$ cat src/rtl/mux_nto1_rr_reg.sv
// N_CH-to-1 channel mux with per-channel valid/ready, fixed-select or round-robin
// arbitration, and a single registered output slot with its own valid/ready.
module mux_nto1_rr_reg #(
    parameter  int N_CH   = 8,
    parameter  int DATA_W = 8,
    localparam int SEL_W  = $clog2(N_CH)
) (
    input  logic                     clk,
    input  logic                     rst,
    input  logic [N_CH*DATA_W-1:0]   in_data,
    input  logic [N_CH-1:0]          in_valid,
    output logic [N_CH-1:0]          in_ready,
    input  logic                     mode,
    input  logic [SEL_W-1:0]         sel,
    output logic [DATA_W-1:0]        out_data,
    output logic [SEL_W-1:0]         out_ch,
    output logic                     out_valid,
    input  logic                     out_ready
);

    logic [DATA_W-1:0] r_data_p1;
    logic [SEL_W-1:0]  r_ch_p1;
    logic              r_vld_p1;
    logic [SEL_W-1:0]  r_ptr;

    logic              w_slot_free;
    logic              w_fix_hit;
    logic [N_CH-1:0]   w_rr_rot;
    logic              w_rr_hit;
    logic [SEL_W-1:0]  w_rr_off;
    logic [SEL_W:0]    w_rr_sum;
    logic [SEL_W-1:0]  w_rr_idx;
    logic              w_gnt_any;
    logic [SEL_W-1:0]  w_gnt_idx;
    logic [N_CH-1:0]   w_grant;
    logic              w_xfer;
    logic [DATA_W-1:0] w_gnt_data;
    logic [SEL_W-1:0]  w_ptr_nxt;

    // The slot can take a word when empty or when its current word leaves this cycle.
    assign w_slot_free = !r_vld_p1 || out_ready;

    // Fixed mode: indices at or above N_CH (non-power-of-2 N_CH) never grant.
    assign w_fix_hit = ({1'b0, sel} < (SEL_W+1)'(N_CH)) && in_valid[sel];

    // Round-robin: rotate valids so bit 0 is the pointer channel, then take the lowest set bit.
    assign w_rr_rot = N_CH'({in_valid, in_valid} >> r_ptr);

    always_comb begin
        w_rr_hit = 1'b0;
        w_rr_off = '0;
        for (int k = N_CH - 1; k >= 0; k--) begin
            if (w_rr_rot[k]) begin
                w_rr_hit = 1'b1;
                w_rr_off = SEL_W'(k);
            end
        end
    end

    // Wrap modulo N_CH rather than 2^SEL_W.
    assign w_rr_sum = {1'b0, r_ptr} + {1'b0, w_rr_off};
    assign w_rr_idx = (w_rr_sum >= (SEL_W+1)'(N_CH)) ? SEL_W'(w_rr_sum - (SEL_W+1)'(N_CH))
                                                     : w_rr_sum[SEL_W-1:0];

    assign w_gnt_any = mode ? w_rr_hit : w_fix_hit;
    assign w_gnt_idx = mode ? w_rr_idx : sel;

    always_comb begin
        w_grant = '0;
        if (w_gnt_any) begin
            w_grant[w_gnt_idx] = 1'b1;
        end
    end

    always_comb begin
        w_gnt_data = '0;
        for (int i = 0; i < N_CH; i++) begin
            if (SEL_W'(i) == w_gnt_idx) begin
                w_gnt_data = in_data[i*DATA_W +: DATA_W];
            end
        end
    end

    assign in_ready  = w_grant & {N_CH{w_slot_free && !rst}};
    assign w_xfer    = w_gnt_any && w_slot_free;
    assign w_ptr_nxt = (w_gnt_idx == SEL_W'(N_CH - 1)) ? '0 : w_gnt_idx + SEL_W'(1);

    // Stage p1: output register and round-robin pointer.
    always_ff @(posedge clk or posedge rst) begin
        if (rst) begin
            r_vld_p1  <= 1'b0;
            r_data_p1 <= '0;
            r_ch_p1   <= '0;
            r_ptr     <= '0;
        end else begin
            if (w_xfer) begin
                r_vld_p1  <= 1'b1;
                r_data_p1 <= w_gnt_data;
                r_ch_p1   <= w_gnt_idx;
            end else if (out_ready) begin
                r_vld_p1  <= 1'b0;
            end
            if (w_xfer && mode) begin
                r_ptr <= w_ptr_nxt;
            end
        end
    end

    assign out_data  = r_data_p1;
    assign out_ch    = r_ch_p1;
    assign out_valid = r_vld_p1;

endmodule

$ cat config.mk
export PLATFORM = sky130hd
export DESIGN_NAME = mux_nto1_rr_reg
export DESIGN_NICKNAME = d
export VERILOG_FILES = /design/src/rtl/mux_nto1_rr_reg.sv
export SDC_FILE = /design/constraint.sdc
export NUM_CORES = 1
export LEC_CHECK = 0
export ABC_AREA = 1
export CORE_UTILIZATION = 43
export CTS_CLUSTER_SIZE = 16
export DETAILED_ROUTE_END_ITERATION = 16
export PLACE_DENSITY = 0.81
export RECOVER_POWER = 50
export SLEW_MARGIN = 20
export SYNTH_ARGS = -nofsm -noshare
export SYNTH_HDL_FRONTEND = slang
export SYNTH_SLANG_ARGS = --single-unit
$ cat constraint.sdc
create_clock -name clk -period 4.5 [get_ports clk]
set_input_delay 0.675 -clock clk [delete_from_list [all_inputs] [get_ports clk]]
set_output_delay 0.675 -clock clk [all_outputs]
set_load 0.03 [all_outputs]
==> flow_metrics.py, run 1 <==
metrics = {
    "synthesis": {
        "synth.distinct_cells": 34,
        "ys_seq_area_frac": 0.163,
        "ys_ff_latch": 15,
        "ys.flop_type": "dfrtp_1",
        "synth_most_common_cell": "nand2_1",
        "yosys-top-cells-count": "nand2_1 (165), inv_1 (70), nand3_1 (41)",
        "syn_area_um2": 2300,
        "synthArstFlopShare": 1.00,
        "syn_area_per_cell_um2": 5.37,
        "synth.net_count": 514,
        "yosysWarnings": 0,
        "synth_top_cell_by_area": "nand2_1",
        "netlist.area_leader.share": 0.269,
        "synth_edf_count": 0,
        "yosys-top-cells-area": "nand2_1 (27%), dfrtp_1 (16%), inv_1 (11%)",
        "netlist_instances": 428,
    },
    "floorplan": {
        "dieArea_um2": 5640,
        "die_x_um": 75.1,
        "io_pins": 99,
        "rows": 26,
        "coreArea_um2": 5140,
        "start_util": 0.447,
        "die_y_um": 75.1,
    },
    "status": {
        "outcome": "finished clean",
    },
    "clocking": {
        "cts_setup_buffers": 0,
        "clk_pin_slew_ps": 60,
        "htreeDepth": 1,
        "cts_buffers": 3,
        "cts_tree": "done",
        "cts.sinks": 15,
        "clock_latency_ps": 250,
        "postCtsHoldBufs": 0,
        "cts_root_buffer": "clkbuf_8",
        "cts_buffer_depth": 2,
    },
    "sta": {
        "final_max_slew_viol_count": 0,
        "skew_ps": 3.62,
        "slew-limit-headroom": 0.590,
        "finalSetupViolCount": 0,
        "finalCritPeriodShare": 0.961,
        "tightest_slew_ps": 614,
        "max_freq_mhz": 231,
        "period_needed_ps": 4320,
        "hold_viol_final": 0,
        "setup_tns_ps": 0,
    },
    "final_layout": {
        "fin_nets": 607,
        "postLayoutCellArea_um2": 3400,
        "syn2layout_area_growth_pct": 47.8,
        "drive_gt1_frac": 0.108,
        "antennaDiodeCount": 0,
    },
    "placed_design": {
        "hpwlAfterDp_mm": 5.61,
        "place_area_um2": 3300,
        "portBuffers": 98,
        "finalWeightedCongestion": 0.926,
    },
    "detailed_routing": {
        "wl_per_cell_um": 11.7,
        "drt.antenna.violating_nets": 0,
        "first_pass_iters": 4,
        "drt-vias-per-instance": 4.95,
        "drt_iter0_drc": 125,
        "drt-total-wl_mm": 6.91,
        "route.detailed.drc": 0,
        "vias": 2921,
    },
    "grt": {
        "grt_pass1_wl_mm": 10.9,
        "grt_max_degree": 27,
        "grt_pass1_vias": 2645,
        "grt_usage": 0.247,
        "antenna_found_initial": 0,
        "overflow": 0,
    },
    "setup_path": {
        "crit_slowest_cell": "clkdlybuf4s50_1",
        "crit_path_frequent_cell": "nand2_1",
        "path_cells": "clkdlybuf4s50_1 -> nand2_1 -> nand3_1 -> nand3_1 -> nand2_1 -> a31oi_1 -> o21ai_0 -> nand2_1 -> a21boi_1 -> ha_1 -> inv_1 -> fa_1 -> xnor2_1 -> inv_1 -> nand2_2 -> nand3_4 -> nand2_4 -> buf_6 -> nand2_1 -> nor2_2 -> buf_4",
        "required_ps": 3830,
        "startpoint_type": "primary input",
        "path_max_fanout": 9,
        "r2r_cells": 26,
        "critPathTopFamily": "simple AND/OR/NAND/NOR gates",
        "worstSetupPathType": "primary input to primary output",
        "endpoint_kind": "primary output",
        "cp.depth": 21,
        "cp.arrival_ps": 3650,
        "path_buf_inv": 5,
        "critical_path.max_stage_delay_ps": 500,
    },
    "hold_path": {
        "hold_path_depth": 2,
        "hp-class": "register to register",
    },
    "power_and_ir_drop": {
        "peakVddDrop_mv": 0.333,
        "powerDensity_nw_per_um2": 647,
        "power_mw": 2.20,
        "p_leak_nw": 1.88,
    },
    "run": {
        "cap_viol_max_count": 0,
    },
}
==> power breakdown <==
group	internal (mW)	switching (mW)
combinational	0.678	1.14
sequential	0.199	0.0741
clock	0.0628	0.0492
==> flip-flops by register name (all words and copies together) (netlist names) <==
register   flops
out_ch         3
out_data       8
out_valid      1
r_ptr          3
==> per-layer routing <==
metal  vias to the layer above  share of wire  GRT usage
met5                         -              0          0
met4                         0          0.024     0.0797
met3                        18          0.060     0.0388
met2                       123           0.51      0.465
met1                      1263           0.41      0.282
li1                       1517              -          -
==> final cells by class <==
class                   count  area [um^2]
clock buffers               4         45.0
inverters                  75          285
repair buffers            107         1050
multi-input cells         319         1560
well taps                  70         87.6
fillers                   490         1740
flip-flops and latches     15          375
==> metrics by stage <==
stage	cells	setup WS, ps	util	hold WS [ps]
floorplan	428	651	-	593
global placement	586	33.2	0.641	465
detailed placement	586	-131	0.641	471
CTS	590	96.7	0.650	486
global route	590	-9.84	0.661	514
finish	590	176	0.661	478
==> cells in the final DEF, fill, tap and decap left out <==
| master | instances |
|---|---|
| ha_1 | 5 |
| buf_6 | 1 |
| nor2_2 | 2 |
| dlymetal6s2s_1 | 6 |
| fa_1 | 1 |
| a21boi_1 | 1 |
| o21bai_1 | 1 |
| nand4_1 | 25 |
| clkbuf_1 | 1 |
| a31oi_1 | 1 |
| nor3_1 | 1 |
| xnor2_1 | 1 |
| or2_2 | 4 |
| nor2_4 | 1 |
| o21ai_1 | 9 |
| inv_2 | 3 |
| inv_4 | 1 |
| nand3_1 | 36 |
| o21ai_0 | 15 |
| inv_1 | 70 |
| nand2_2 | 14 |
| o32ai_1 | 1 |
| ha_2 | 1 |
| nand2_4 | 1 |
| clkinv_2 | 1 |
| dfrtp_1 | 15 |
| o21ai_2 | 2 |
| dlygate4sd3_1 | 9 |
| buf_4 | 16 |
| nand3_2 | 5 |
| o22ai_1 | 2 |
| nand3_4 | 1 |
| clkdlybuf4s50_1 | 75 |
| o31ai_1 | 1 |
| clkbuf_8 | 3 |
| nor2_1 | 26 |
| nand2_1 | 162 |
==> cell families after synthesis <==
group | share of synthesized area
buffers and inverters | 0.176
xor gates and xnor gates | 0.00381
and+or+nand+nor | 0.534
adders and majority gates | 0.0414
AOI/OAI and AO/OA | 0.0817
DFF | 0.163
==> what timing repair did <==
action,4_1_cts,5_1_grt
endpoints found under the hold margin,0,0
endpoints found under the setup margin,0,16
gates resized for setup,0,19
==> worst register-to-register path, delay by kind of cell (launching register included) <==
family | cells | cell delay (ps)
fa+ha+maj | 3 | 820
compound gates | 4 | 630
buf+inv | 5 | 790
flops | 1 | 570
simple gates | 14 | 1080
==> worst paths after layout <==
kind | from | endpoint | slack [ps]
max | in_valid[6] | in_ready[5] | 180
min | out_data[1] | out_data[1] | 480
max reg2reg | r_ptr[1] | out_data[6] | 500
min reg2reg | out_data[1] | out_data[1] | 480
max in group asynchronous | rst | out_data[0] | 3170
min in group asynchronous | rst | out_valid | 930
Power figures use the tool's default switching activity.
==> inputs of run 2 (changes only) <==
- CAP_MARGIN: not set -> 15
==> results of run 2 <==
No change in the layout: final DEF, timing and power equal those of run 1.
